$ cat src/rtl/imm_decode_stage.sv
`default_nettype none
// ============================================================================
// Module   : imm_decode_stage
// Purpose  : Registered immediate decoder at the IF/ID boundary. Accepts
//            instructions over valid/ready, decodes the immediate format and
//            presents a sign-extended XLEN immediate from a main entry backed
//            by a skid entry.
// Revision : 1.0  initial release
// ============================================================================
module imm_decode_stage #(
    parameter int XLEN  = 32,
    parameter int TAG_W = 32
) (
    input  logic             clk,
    input  logic             rst_n,
    input  logic             flush,
    input  logic             in_valid,
    output logic             in_ready,
    input  logic [31:0]      in_instr,
    input  logic [TAG_W-1:0] in_tag,
    output logic             out_valid,
    input  logic             out_ready,
    output logic [31:0]      out_instr,
    output logic [TAG_W-1:0] out_tag,
    output logic [XLEN-1:0]  out_imm,
    output logic [2:0]       out_fmt
);

    localparam logic [6:0] c_op_imm    = 7'b0010011;
    localparam logic [6:0] c_op_load   = 7'b0000011;
    localparam logic [6:0] c_op_jalr   = 7'b1100111;
    localparam logic [6:0] c_op_imm32  = 7'b0011011;
    localparam logic [6:0] c_op_store  = 7'b0100011;
    localparam logic [6:0] c_op_branch = 7'b1100011;
    localparam logic [6:0] c_op_lui    = 7'b0110111;
    localparam logic [6:0] c_op_auipc  = 7'b0010111;
    localparam logic [6:0] c_op_jal    = 7'b1101111;
    localparam logic [6:0] c_op_system = 7'b1110011;

    localparam logic [2:0] c_fmt_none = 3'd0;
    localparam logic [2:0] c_fmt_i    = 3'd1;
    localparam logic [2:0] c_fmt_s    = 3'd2;
    localparam logic [2:0] c_fmt_b    = 3'd3;
    localparam logic [2:0] c_fmt_u    = 3'd4;
    localparam logic [2:0] c_fmt_j    = 3'd5;
    localparam logic [2:0] c_fmt_z    = 3'd6;

    localparam bit c_rv64 = (XLEN == 64);

    // Decoded values for the incoming instruction (decode sits before the flops)
    logic [31:0]      w_imm32;
    logic [XLEN-1:0]  w_imm;
    logic [2:0]       w_fmt;

    // Entry storage
    logic             r_main_valid;
    logic [31:0]      r_main_instr;
    logic [TAG_W-1:0] r_main_tag;
    logic [XLEN-1:0]  r_main_imm;
    logic [2:0]       r_main_fmt;

    logic             r_skid_valid;
    logic [31:0]      r_skid_instr;
    logic [TAG_W-1:0] r_skid_tag;
    logic [XLEN-1:0]  r_skid_imm;
    logic [2:0]       r_skid_fmt;

    logic             w_in_xfer;
    logic             w_main_free;

    // Immediate decode of the fetched instruction into a 32-bit value whose
    // bit 31 is the extension bit (zero for the CSR uimm form).
    always_comb begin
        w_imm32 = 32'd0;
        w_fmt   = c_fmt_none;
        case (in_instr[6:0])
            c_op_imm, c_op_load, c_op_jalr: begin
                w_imm32 = {{20{in_instr[31]}}, in_instr[31:20]};
                w_fmt   = c_fmt_i;
            end
            c_op_imm32: begin
                if (c_rv64) begin
                    w_imm32 = {{20{in_instr[31]}}, in_instr[31:20]};
                    w_fmt   = c_fmt_i;
                end
            end
            c_op_store: begin
                w_imm32 = {{20{in_instr[31]}}, in_instr[31:25], in_instr[11:7]};
                w_fmt   = c_fmt_s;
            end
            c_op_branch: begin
                w_imm32 = {{19{in_instr[31]}}, in_instr[31], in_instr[7],
                           in_instr[30:25], in_instr[11:8], 1'b0};
                w_fmt   = c_fmt_b;
            end
            c_op_lui, c_op_auipc: begin
                w_imm32 = {in_instr[31:12], 12'd0};
                w_fmt   = c_fmt_u;
            end
            c_op_jal: begin
                w_imm32 = {{11{in_instr[31]}}, in_instr[31], in_instr[19:12],
                           in_instr[20], in_instr[30:21], 1'b0};
                w_fmt   = c_fmt_j;
            end
            c_op_system: begin
                if (in_instr[14]) begin
                    w_imm32 = {27'd0, in_instr[19:15]};
                    w_fmt   = c_fmt_z;
                end
            end
            default: begin
                w_imm32 = 32'd0;
                w_fmt   = c_fmt_none;
            end
        endcase
    end

    // Widen to XLEN by replicating bit 31 of the 32-bit immediate
    generate
        if (XLEN == 64) begin : g_xlen64
            assign w_imm = {{32{w_imm32[31]}}, w_imm32};
        end else begin : g_xlen32
            assign w_imm = w_imm32;
        end
    endgenerate

    // in_ready comes straight from the skid flop: no path from out_ready
    assign in_ready    = !r_skid_valid;
    assign w_in_xfer   = in_valid && !r_skid_valid;
    assign w_main_free = !r_main_valid || out_ready;

    // Main/skid entry update; flush beats any concurrent transfer
    always_ff @(posedge clk or negedge rst_n) begin
        if (!rst_n) begin
            r_main_valid <= 1'b0;
            r_main_instr <= '0;
            r_main_tag   <= '0;
            r_main_imm   <= '0;
            r_main_fmt   <= '0;
            r_skid_valid <= 1'b0;
            r_skid_instr <= '0;
            r_skid_tag   <= '0;
            r_skid_imm   <= '0;
            r_skid_fmt   <= '0;
        end else if (flush) begin
            r_main_valid <= 1'b0;
            r_skid_valid <= 1'b0;
        end else if (w_main_free) begin
            // Main is empty or draining: refill from skid first, else from input.
            // in_ready is low whenever skid holds data, so both cannot arrive at once.
            if (r_skid_valid) begin
                r_main_valid <= 1'b1;
                r_main_instr <= r_skid_instr;
                r_main_tag   <= r_skid_tag;
                r_main_imm   <= r_skid_imm;
                r_main_fmt   <= r_skid_fmt;
                r_skid_valid <= 1'b0;
            end else if (w_in_xfer) begin
                r_main_valid <= 1'b1;
                r_main_instr <= in_instr;
                r_main_tag   <= in_tag;
                r_main_imm   <= w_imm;
                r_main_fmt   <= w_fmt;
            end else begin
                r_main_valid <= 1'b0;
            end
        end else if (w_in_xfer) begin
            // Main is stalled: park the new instruction in skid
            r_skid_valid <= 1'b1;
            r_skid_instr <= in_instr;
            r_skid_tag   <= in_tag;
            r_skid_imm   <= w_imm;
            r_skid_fmt   <= w_fmt;
        end
    end

    assign out_valid = r_main_valid;
    assign out_instr = r_main_instr;
    assign out_tag   = r_main_tag;
    assign out_imm   = r_main_imm;
    assign out_fmt   = r_main_fmt;

endmodule
`default_nettype wire
$ cat config.mk
export PLATFORM = sky130hd
export DESIGN_NAME = imm_decode_stage
export DESIGN_NICKNAME = d
export VERILOG_FILES = /design/src/rtl/imm_decode_stage.sv
export SDC_FILE = /design/constraint.sdc
export NUM_CORES = 1
export LEC_CHECK = 0
export BUFFER_PORTS_ARGS = -buffer_cell sky130_fd_sc_hd__buf_2
export CORE_UTILIZATION = 50
export DETAILED_ROUTE_END_ITERATION = 10
export PLACE_DENSITY = 0.8
export SYNTH_ARGS = -nofsm -noshare
export SYNTH_HDL_FRONTEND = slang
export SYNTH_SLANG_ARGS = --single-unit
$ cat constraint.sdc
create_clock -name clk -period 5.1 [get_ports clk]
set_input_delay 0.255 -clock clk [delete_from_list [all_inputs] [get_ports clk]]
set_output_delay 0.255 -clock clk [all_outputs]
set_load 0.01 [all_outputs]
; Yosys cells after proc, flatten, opt, wreduce, memory -nomap -nowiden
; Cells that the tools add are included.
[op_classes]
eq_ne = 9
mux = 19
n_bitwise = 2
reduce_logical = 11
[op_table]
columns = operator, n
row1 = $mux W32, 6
row2 = $pmux W32 S6, 1
row3 = $eq A7 B7 Y1 const B, 4
row4 = $pmux W3 S6, 1
row5 = $eq A7 B5 Y1 const B, 2
row6 = $eq A7 B6 Y1 const B, 2
row7 = $mux W3, 3
row8 = $eq A7 B2 Y1 const B, 1
row9 = $mux W1, 7
row10 = $reduce_and A3 Y1, 2
row11 = $mux W5, 1
row12 = $reduce_bool A2 Y1, 2
row13 = $reduce_bool A3 Y1, 1
row14 = $reduce_or A3 Y1, 1
row15 = $logic_not A1 Y1, 2
row16 = $not A1 Y1, 2
row17 = $reduce_or A2 Y1, 1
row18 = $logic_and A1 B1 Y1, 1
row19 = $logic_or A1 B1 Y1, 1
[totals]
regBits = 200
inputBits = 69

; Depth between registers and ports, before layout
[logic_depth]
depth_word = 6
ltp_mapped = 9
ltp_nobuf = 4

; Worst setup path before layout
; OpenSTA, ideal clock, no wires.
[synth_path]
path_type = reg2reg
startpoint = register r_main_valid (netlist: out_valid)
endpoint = register r_main_fmt[1] (netlist: out_fmt[1])
setup_ps = 133
arrival_time_ps = 1618
t_required_ps = 4967
slack_ps = 3349
path_stages_with_launch = 9
n_path_buf = 4
period_less_slack_ps = 1751
cell_sequence = dfrtp_1 -> nor2b_1 -> or3_1 -> buf_2 -> buf_4 -> buf_6 -> buf_6 -> nand2_1 -> o21ai_0
[synth_via]
elab_chain_cells = 3
[synth_lines]
columns = item, line_no
row1 = from (decl), 56  ; logic r_main_valid;
row2 = from (signal assigned), 135  ; r_main_valid <= 1'b0;
row3 = from (signal assigned), 146  ; r_main_valid <= 1'b0;
row4 = from (signal assigned), 152  ; r_main_valid <= 1'b1;
row5 = $logic_not A1 Y1, 130  ; assign w_main_free = !r_main_valid || out_ready;
row6 = $logic_or A1 B1 Y1, 130
row7 = $reduce_and A3 Y1 (no source line), -
row8 = to (signal assigned), 156  ; r_main_fmt <= r_skid_fmt;
row9 = to (signal assigned), 163  ; r_main_fmt <= w_fmt;
row10 = to (decl), 60  ; logic [2:0] r_main_fmt;
; No other way between the ends.
; A chain may end at the register's enable or synchronous reset.

; Worst setup path in the final report
[layout_path]
startpoint = register r_main_valid (netlist: out_valid)
endpoint = register r_main_instr[2] (netlist: out_instr[2])
[layout_via]
elab_chain_cells = 3
[layout_lines]
columns = item, line_no
row1 = $logic_not A1 Y1, 130
row2 = $logic_or A1 B1 Y1, 130
row3 = $reduce_and A3 Y1 (no source line), -
row4 = to (signal assigned), 153  ; r_main_instr <= r_skid_instr;
row5 = to (signal assigned), 160  ; r_main_instr <= in_instr;
row6 = to (decl), 57  ; logic [31:0] r_main_instr;
; No other way between the ends.

==> flow_summary.yaml <==
synth:
  netlist_top_cells_area: "dfrtp_1 56%, nand2_1 13%, mux2i_1 6.7%, o21ai_0 5.1%, a31oi_1 2.2%"
  yosysWarningCount: 0
  yosys_most_used_dff: "dfrtp_1"
  synth_edf_count: 0
  yosysMostFrequentCell: "nand2_1"
  synth_top_area_frac: 0.558
  ys_top_cells_by_count: "304 x nand2_1, 200 x dfrtp_1, 92 x o21ai_0, 60 x mux2i_1, 33 x clkbuf_1"
  synth_nets: 1014
  syn_avg_cell_area_um2: 9.50
  ys_async_sr_fraction: 1.00
  syn-cell-area_mm2: 0.00897
  ys_ff_latch: 200
  ys_types: 45
  synth_top_area_cell: "dfrtp_1"
  synthesis.instances: 945
  ys_seq_area_frac: 0.558
cells_and_area:
  area_growth_pct: 16.0
  stdcell_count: 1312
  antenna_cells: 0
  nFillCells: 1481
  drive_gt1_frac: 0.202
  nets: 1143
timing:
  setup_ws_ns: 2.04
  period_needed_ns: 3.06
  fin_skew_ns: 0.0122
  finalCritPeriodShare: 0.600
  rsz0062_at_grt: "false"
  fmax_ghz: 0.327
  worst_pin_slew_ns: 1.05
  setup_violations: 0
  finalHoldViolCount: 0
  report.final.slew_viol_count: 0
  fin_hold_ws_ns: 0.0322
  maxSlewHeadroom: 0.297
  fin_tns_setup_ns: 0
worst_setup_path:
  start_kind: "register"
  end_kind: "register"
  crit_fanout: 83
  max_stage_delay_ns: 0.84
  cp_slowest_cell: "nor2b_1"
  worstPathCellList: "nor2b_1, or3_4, buf_4, o21ai_0"
  critPathKind: "reg -> reg"
  critPathArrivalTime_ns: 3.33
  worstPathRequired_ns: 5.37
  r2r-end: "out_instr[2]$_DFFE_PN0P_"
  cp_top_family: "simple AND/OR/NAND/NOR gates"
  cp_num_buf_inv: 1
  reg2reg_from: "out_valid$_DFFE_PN0N_"
  reg2reg_depth: 4
  rrSetupSlack_ns: 2.04
global_route:
  grt_overflow_total: 0
  grt_pass1_vias: 6876
  grt_max_degree: 105
  antenna_found_initial: 0
  grt_pass1_wl_mm: 35.1
  grtUsageTotal: 0.244
clock_tree:
  htreeDepth: 4
  max-clock-path-buffers: 2
  cts_setup_buffers: 0
  clock_sinks: 200
  cts_tree: "done"
  numCtsBuffers: 17
  clkTransAtPathRegs_ns: 0.08
  clk_latency_ns: 0.43
  root_buffer: "clkbuf_16"
die:
  die_area_mm2: 0.0185
  io-pin-count: 170
  rows: 48
  die_width_um: 136
  die_h_um: 136
  start_util: 0.515
  core_area_mm2: 0.0174
routing:
  wire_per_inst_um: 16.7
  detail-route-antenna-nets: 0
  firstDrtPassIters: 5
  drt_iter0_drc: 621
  wl_mm: 21.9
  vias: 7281
  drc_errors: 0
  vias_per_cell: 5.55
power_and_ir_drop:
  switching_share: 0.289
  power_frac_seq: 0.501
  p_per_area_mw_per_mm2: 387
  internal-power_mw: 2.86
  p_comb_frac: 0.159
  total_power_mw: 4.03
  p_leak_nw: 4.93
  switching_power_mw: 1.16
  p_clk_frac: 0.340
  ir_drop_mv: 0.238
worst_hold_path:
  hold_class: "in -> reg"
  hp-start: "in_tag[9]"
  holdPathStages: 3
  hold_end: "r_skid_tag[9]$_DFFE_PN0P_"
outcome:
  outcome: "finished, final reports clean"
placed_design:
  placed_cells: 1279
  place_congestion: 0.804
  pre_cts_ws_ns: 2.06
  port_buffers: 169
  place.detailed.hpwl_mm: 14.4
job:
  maxCapViolations: 0
## layout make-up
type	instances	area (um2)	area share
inverters	2	7.51	0.000721
multi-input cells	673	3580	0.344
flip-flops and latches	200	5010	0.481
clock buffers	18	429	0.0412
clock inverters	14	161	0.0155
well taps	225	282	0.0270
repair buffers	180	940	0.0903
## cells by family after synthesis
| group | synth area share |
|---|---|
| AO/OA/AOI/OAI | 0.134 |
| buffers and inverters | 0.0446 |
| flip-flops | 0.558 |
| multiplexers | 0.0669 |
| AND/OR/NAND/NOR | 0.197 |
## metal layers
metal	vias up	wire length, um	track usage
li1	3480	-	-
met1	3529	10000	0.348
met2	243	10300	0.378
met3	29	1290	0.0444
met4	0	369	0.0753
met5	-	0	0
## power by group through the flow
stage,sequential (mW),combinational [mW],clock (mW)
floorplan,2.07,0.326,0
global placement,2.04,0.618,0
detailed placement,2.04,0.644,0
CTS,2.01,0.648,1.39
global route,2.05,0.729,1.44
finish,2.02,0.639,1.37
## metrics by stage
| step | util | area (um2) |
|---|---|---|
| global placement | 0.563 | 9810 |
| floorplan | - | 8970 |
| global route | 0.598 | 10400 |
| detailed placement | 0.563 | 9810 |
| finish | 0.598 | 10400 |
| CTS | 0.598 | 10400 |
## tightest hold or removal path: stages
cell	delay (ns)
buf_2	0.09
nand2_1	0.04
nand2_1	0.04
## timing repair
| action | in CTS | in global routing |
|---|---|---|
| endpoints found under the hold margin | 91 | 0 |
| gates resized for setup | 0 | 0 |
| hold buffers | 1 | 0 |
## worst max-delay path by stage
stage	to	start	slack [ns]	cells past startpoint
6_report	out_instr[2]$_DFFE_PN0P_	out_valid$_DFFE_PN0N_	2.04	4
5_1_grt	out_instr[3]$_DFFE_PN0P_	out_valid$_DFFE_PN0N_	1.73	4
4_1_cts	out_instr[2]$_DFFE_PN0P_	out_valid$_DFFE_PN0N_	2.05	4
3_5_place_dp	out_instr[2]$_DFFE_PN0P_	out_valid$_DFFE_PN0N_	2.06	4
3_3_place_gp	out_tag[16]$_DFFE_PN0P_	out_ready	2.13	5
2_1_floorplan	out_fmt[1]$_DFFE_PN0P_	out_valid$_DFFE_PN0N_	3.35	8
## sequential cells by signal, summed over array words and instances, names as in the netlist
register and count:
r_skid_valid 1, out_valid 1, out_fmt 3, r_skid_tag 32, out_instr 32, r_skid_instr 32
out_imm 32, r_skid_fmt 3, out_tag 32, r_skid_imm 32
## placed cells by master, fill, tap and decap left out, drive strengths merged, types with 6 or more instances in the layout
cell,Yosys,layout
clkbuf,33,19
nor4,13,13
nand2,304,304
a221o,8,8
nor3,6,6
inv,0,7
mux2i,60,60
nand2b,18,18
clkinv,2,6
nor2b,9,9
dfrtp,200,200
a22o,6,6
o21bai,11,11
a21oi,29,29
o21ai,101,101
buf,37,178
a31oi,31,31
nor2,32,32
nand3,7,7
Power figures use the tool's default switching activity.
